## src/rtl/debounce_botones_n.sv

```systemverilog
// rtl/debounce_botones_n.sv - N-channel push-button synchroniser, debouncer and auto-repeat
module debounce_botones_n #(
  parameter int N            = 4,
  parameter int DB_CYCLES    = 4,
  parameter int EN_REPEAT    = 1,
  parameter int REPEAT_DELAY = 8,
  parameter int REPEAT_RATE  = 3
) (
  input  logic         clkr,
  input  logic         resetr_n,
  input  logic [N-1:0] levelr,
  output logic [N-1:0] stater,
  output logic [N-1:0] pressr,
  output logic [N-1:0] tickr,
  output logic [N-1:0] repeatr
);

  localparam int DBW  = $clog2(DB_CYCLES) + 1;
  localparam int HMAX = (REPEAT_DELAY > REPEAT_RATE) ? REPEAT_DELAY : REPEAT_RATE;
  localparam int HW   = $clog2(HMAX) + 1;

  localparam logic [DBW-1:0] DB_LAST    = DBW'(DB_CYCLES - 1);
  localparam logic [HW-1:0]  DELAY_LAST = HW'(REPEAT_DELAY - 1);
  localparam logic [HW-1:0]  RATE_LAST  = HW'(REPEAT_RATE - 1);

  typedef enum logic [1:0] {
    REP_IDLE,
    REP_DELAY,
    REP_RATE
  } rep_state_e;

  for (genvar i = 0; i < N; i++) begin : g_ch
    logic           s1_q;
    logic           s2_q;
    logic           stable_q;
    logic [DBW-1:0] db_cnt_q;
    rep_state_e     rep_state_q;
    logic [HW-1:0]  hold_cnt_q;
    logic           press_q;
    logic           tick_q;
    logic           repeat_q;
    logic           flip_d;

    // Flip happens on the edge where the mismatch has persisted DB_CYCLES samples.
    assign flip_d = (s2_q != stable_q) && (db_cnt_q == DB_LAST);

    always_ff @(posedge clkr) begin
      if (!resetr_n) begin
        s1_q        <= 1'b0;
        s2_q        <= 1'b0;
        stable_q    <= 1'b0;
        db_cnt_q    <= '0;
        rep_state_q <= REP_IDLE;
        hold_cnt_q  <= '0;
        press_q     <= 1'b0;
        tick_q      <= 1'b0;
        repeat_q    <= 1'b0;
      end else begin
        s1_q     <= levelr[i];
        s2_q     <= s1_q;
        press_q  <= flip_d && s2_q;
        tick_q   <= flip_d && !s2_q;
        repeat_q <= 1'b0;

        if (s2_q == stable_q) begin
          db_cnt_q <= '0;
        end else if (flip_d) begin
          stable_q <= s2_q;
          db_cnt_q <= '0;
        end else begin
          db_cnt_q <= db_cnt_q + 1'b1;
        end

        // Release flip is checked first so it suppresses a coincident repeat pulse.
        if (EN_REPEAT == 0) begin
          rep_state_q <= REP_IDLE;
          hold_cnt_q  <= '0;
        end else if (flip_d && !s2_q) begin
          rep_state_q <= REP_IDLE;
          hold_cnt_q  <= '0;
        end else if (flip_d && s2_q) begin
          rep_state_q <= REP_DELAY;
          hold_cnt_q  <= '0;
        end else begin
          case (rep_state_q)
            REP_DELAY: begin
              if (hold_cnt_q == DELAY_LAST) begin
                repeat_q    <= 1'b1;
                hold_cnt_q  <= '0;
                rep_state_q <= REP_RATE;
              end else begin
                hold_cnt_q <= hold_cnt_q + 1'b1;
              end
            end
            REP_RATE: begin
              if (hold_cnt_q == RATE_LAST) begin
                repeat_q   <= 1'b1;
                hold_cnt_q <= '0;
              end else begin
                hold_cnt_q <= hold_cnt_q + 1'b1;
              end
            end
            default: begin
              rep_state_q <= REP_IDLE;
              hold_cnt_q  <= '0;
            end
          endcase
        end
      end
    end

    assign stater[i]  = stable_q;
    assign pressr[i]  = press_q;
    assign tickr[i]   = tick_q;
    assign repeatr[i] = repeat_q;
  end

endmodule
```

## config.mk

```make
export PLATFORM = sky130hd
export DESIGN_NAME = debounce_botones_n
export DESIGN_NICKNAME = d
export VERILOG_FILES = /design/src/rtl/debounce_botones_n.sv
export SDC_FILE = /design/constraint.sdc
export NUM_CORES = 1
export LEC_CHECK = 0
export ABC_CLOCK_PERIOD_IN_PS = 3500
export BUFFER_PORTS_ARGS = -buffer_cell sky130_fd_sc_hd__buf_4
export CAP_MARGIN = 20
export CELL_PAD_IN_SITES_DETAIL_PLACEMENT = 0
export CELL_PAD_IN_SITES_GLOBAL_PLACEMENT = 1
export CORE_ASPECT_RATIO = 2
export CORE_MARGIN = 8
export CORE_UTILIZATION = 49
export DETAILED_ROUTE_END_ITERATION = 16
export HOLD_SLACK_MARGIN = 0.06
export PLACE_DENSITY_LB_ADDON = 0.1
export RECOVER_POWER = 50
export SLEW_MARGIN = 20
export SYNTH_ARGS = -nofsm -noshare
export SYNTH_HDL_FRONTEND = slang
export SYNTH_SLANG_ARGS = --single-unit
```

## constraint.sdc

```tcl
create_clock -name clkr -period 3.5 [get_ports clkr]
set_input_delay 0.35 -clock clkr [delete_from_list [all_inputs] [get_ports clkr]]
set_output_delay 0.35 -clock clkr [all_outputs]
set_load 0.005 [all_outputs]
```

==> run metrics <==
remaining routing DRC violations=0; Max-Slew Margin vs Limit=0.390; net count of the finished layout=316; total leakage power=1.06 nW; core area=5370 µm²; sum of negative setup slack=0 ns; data required time at the worst endpoint=3.78 ns; max-slew violation count=0; floorplan die width=68.3 µm; Slowest-stage cell, CP=sky130_fd_sc_hd__clkbuf_1; antenna fix cells=0; CP endpoint kind=flip-flop; number of buffer cells added on primary ports=21; Max Root-Sink Buffers=2; nets in the synthesized netlist=303; mean area per synthesized cell=9.81 µm²; Worst-path clk slew=0.06 ns; Cell Chain, Critical Path=clkbuf_1, inv_1, a2111oi_0, a31o_1; part of the Yosys area used for sequential elements=0.448; number of levels in the clock H-tree=3; initial standard-cell utilization of the core=0.499; unrepaired setup endpoints after global routing=false; number of CTS-inserted buffers=9; detail-routed net length per standard cell=13.1 µm; top cell family by delay on the critical path=buffers and inverters; Die Ht=121 µm; Num Clock Sinks=60; Slew @ Worst Pin=0.915 ns; ratio of total power to cell area=424 nW/µm²; total via count after detailed routing=1,858; CTS hold repair buffers=0; fraction of layout cells with a size suffix above 1=0.138; area of the die=8230 µm²; Post CTS Setup Buffer Count=0; Resize count post-CTS=0; Yosys cell types=42; synthesized flop and latch total=60; vias in the first global route=1,916; row count=38; DP HPWL=3370 µm; Post-Route WL=4590 µm; most frequent cells in the layout=sky130_fd_sc_hd__dfxtp_1, sky130_fd_sc_hd__inv_1, sky130_fd_sc_hd__ha_1, sky130_fd_sc_hd__nor2_1, sky130_fd_sc_hd__nor3_1; Hold Vio Cnt, Final=0; Worst Path Buf+Inv=2; Layout area overhead=9.72%; netlist area before placement=2680 µm²; antenna-violating nets left=0; first-pass GRT wire length=8270 µm; max-cap violation count=0; worst clock skew=0.00568 ns; most common cell after layout, fill and taps aside=sky130_fd_sc_hd__dfxtp_1; per-cell via count in the routed design=5.31; main area contributors after synthesis=sky130_fd_sc_hd__dfxtp_1, sky130_fd_sc_hd__ha_1, sky130_fd_sc_hd__buf_4; final setup vio count=0; overflow left after global routing=0; path category of the worst min-delay check=input port to flip-flop; post-layout util=0.547; detailed-router iteration count before antenna repair=4; post-synthesis instance total=273; Worst VDD drop=0.000320 V; largest net degree at the start of global routing=25; time the final worst path needs with I/O delays and setup=1.81 ns; fill cell instance count of the final layout=531; TritonCTS clock tree=built; insertion delay of the later-clocked pin in the worst-skew pair=0.34 ns; delay contributed by the slowest stage of the critical path=0.67 ns; sort of element at the start of the critical path=input port; initial antenna violation count=0; top-area cell type share of the netlist area=0.448; fmax=551 MHz; critical path class=input port to flip-flop; count of synthesis-stage warnings from yosys=0; placer congestion estimate=0.788; final clock period utilization by the worst path=0.518; run status=completed; Top Ports=22; Critical Path Fanout Max=24; DRC violation total after the first TritonRoute iteration=58; cell type with the highest aggregate area in the netlist=sky130_fd_sc_hd__dfxtp_1; GRT Overall Usage=0.130; cell at the root of the clock tree=sky130_fd_sc_hd__clkbuf_8; Worst EP arrival=2.09 ns
-- worst reg2reg max path, delay by kind of cell, from the launching register on --
| kind | cells | cell delay (ns) |
|---|---|---|
| and+or+nand+nor | 1 | 0.39 |
| AOI/OAI and AO/OA | 2 | 0.38 |
| DFF | 1 | 0.35 |
| adders and majority gates | 1 | 0.26 |
| buffers and inverters | 1 | 0.05 |
-- cells by family after synthesis --
| family | share of synthesized area |
|---|---|
| buffers and inverters | 0.0878 |
| muxes | 0.0149 |
| AOI/OAI and AO/OA | 0.0859 |
| and+or+nand+nor | 0.212 |
| adders and majority gates | 0.112 |
| xor gates and xnor gates | 0.0392 |
| DFF | 0.448 |
-- metal layers --
metal | track usage | part of all wire | vias up
met5 | 0 | 0 | -
met4 | 0.0852 | 0.036 | 0
met3 | 0.0510 | 0.052 | 13
met2 | 0.213 | 0.51 | 34
met1 | 0.130 | 0.40 | 862
li1 | - | - | 949
-- power breakdown --
group / leakage [nW] / switching (mW) / internal [mW]
clock network: 0.0893 / 0.245 / 0.289
registers: 0.485 / 0.00397 / 0.689
logic: 0.490 / 0.0109 / 0.00884
total: 1.06 / 0.260 / 0.987
-- synthesized netlist by cell type, drive strengths merged --
| cell | n |
|---|---|
| dfxtp | 60 |
| inv | 27 |
| ha | 24 |
| nor2 | 21 |
| nor3 | 21 |
| buf | 18 |
| and2 | 8 |
| nand3 | 8 |
| o21ai | 7 |
| nor3b | 6 |
| xnor2 | 6 |
| xor2 | 6 |
| or3 | 5 |
| a31oi | 4 |
| and3b | 4 |
| mux2i | 4 |
| nand2 | 4 |
| nor2b | 4 |
| a21oi | 3 |
| a22oi | 3 |
| nand4bb | 3 |
| o2111ai | 3 |
| o21a | 3 |
| o31ai | 3 |
| or4b | 3 |
| a211oi | 2 |
| nand3b | 2 |
| o22ai | 2 |
| or2 | 2 |
| a2111oi | 1 |
| a31o | 1 |
| clkbuf | 1 |
| nor4b | 1 |
| nor4bb | 1 |
| o211ai | 1 |
| o221ai | 1 |
-- layout make-up --
class                           instances  area (µm²)  share of cell area
Multi-Input combinational cell        167        1240               0.423
Clock buffer                           13         159              0.0541
Tap cell                               60        75.1              0.0255
Inverter                               27         101              0.0345
Sequential cell                        60        1200               0.409
Timing Repair Buffer                   21         150              0.0511
Clock inverter                          2        10.0             0.00341
-- path summary, 6_finish.rpt --
kind,start,end,slack (ns),cells past startpoint
setup / recovery,resetr_n,g_ch[3].rep_state_q[0]$_SDFFE_PP0P_,1.69,4
hold / removal,levelr[2],g_ch[2].s1_q$_SDFF_PN0_,0.22,2
setup reg to reg,g_ch[3].rep_state_q[0]$_SDFFE_PP0P_,g_ch[3].rep_state_q[0]$_SDFFE_PP0P_,1.96,5
hold reg to reg,g_ch[2].db_cnt_q[0]$_SDFF_PP0_,g_ch[2].db_cnt_q[0]$_SDFF_PP0_,0.42,1
-- state kept, by name, summed over array words and instances (netlist names) --
| register | count |
|---|---|
| g_ch.rep_state_q | 8 |
| g_ch.db_cnt_q | 12 |
| g_ch.s1_q | 4 |
| g_ch.press_q | 4 |
| g_ch.stable_q | 4 |
| g_ch.hold_cnt_q | 16 |
| g_ch.tick_q | 4 |
| g_ch.s2_q | 4 |
| g_ch.repeat_q | 4 |
-- through the flow --
step | hold WS (ns) | std cells | worst slack, ns | total power, mW | area [µm²]
after global routing | 0.209 | 350 | 1.46 | 1.30 | 2940
after floorplan | 0.399 | 273 | 2.09 | 0.720 | 2680
after detailed placement | 0.415 | 335 | 1.96 | 0.729 | 2780
after CTS | 0.199 | 350 | 1.96 | 1.27 | 2950
final | 0.218 | 350 | 1.69 | 1.25 | 2940
after global placement | 0.406 | 335 | 2.00 | 0.728 | 2780
Power figures use the tool's default switching activity.
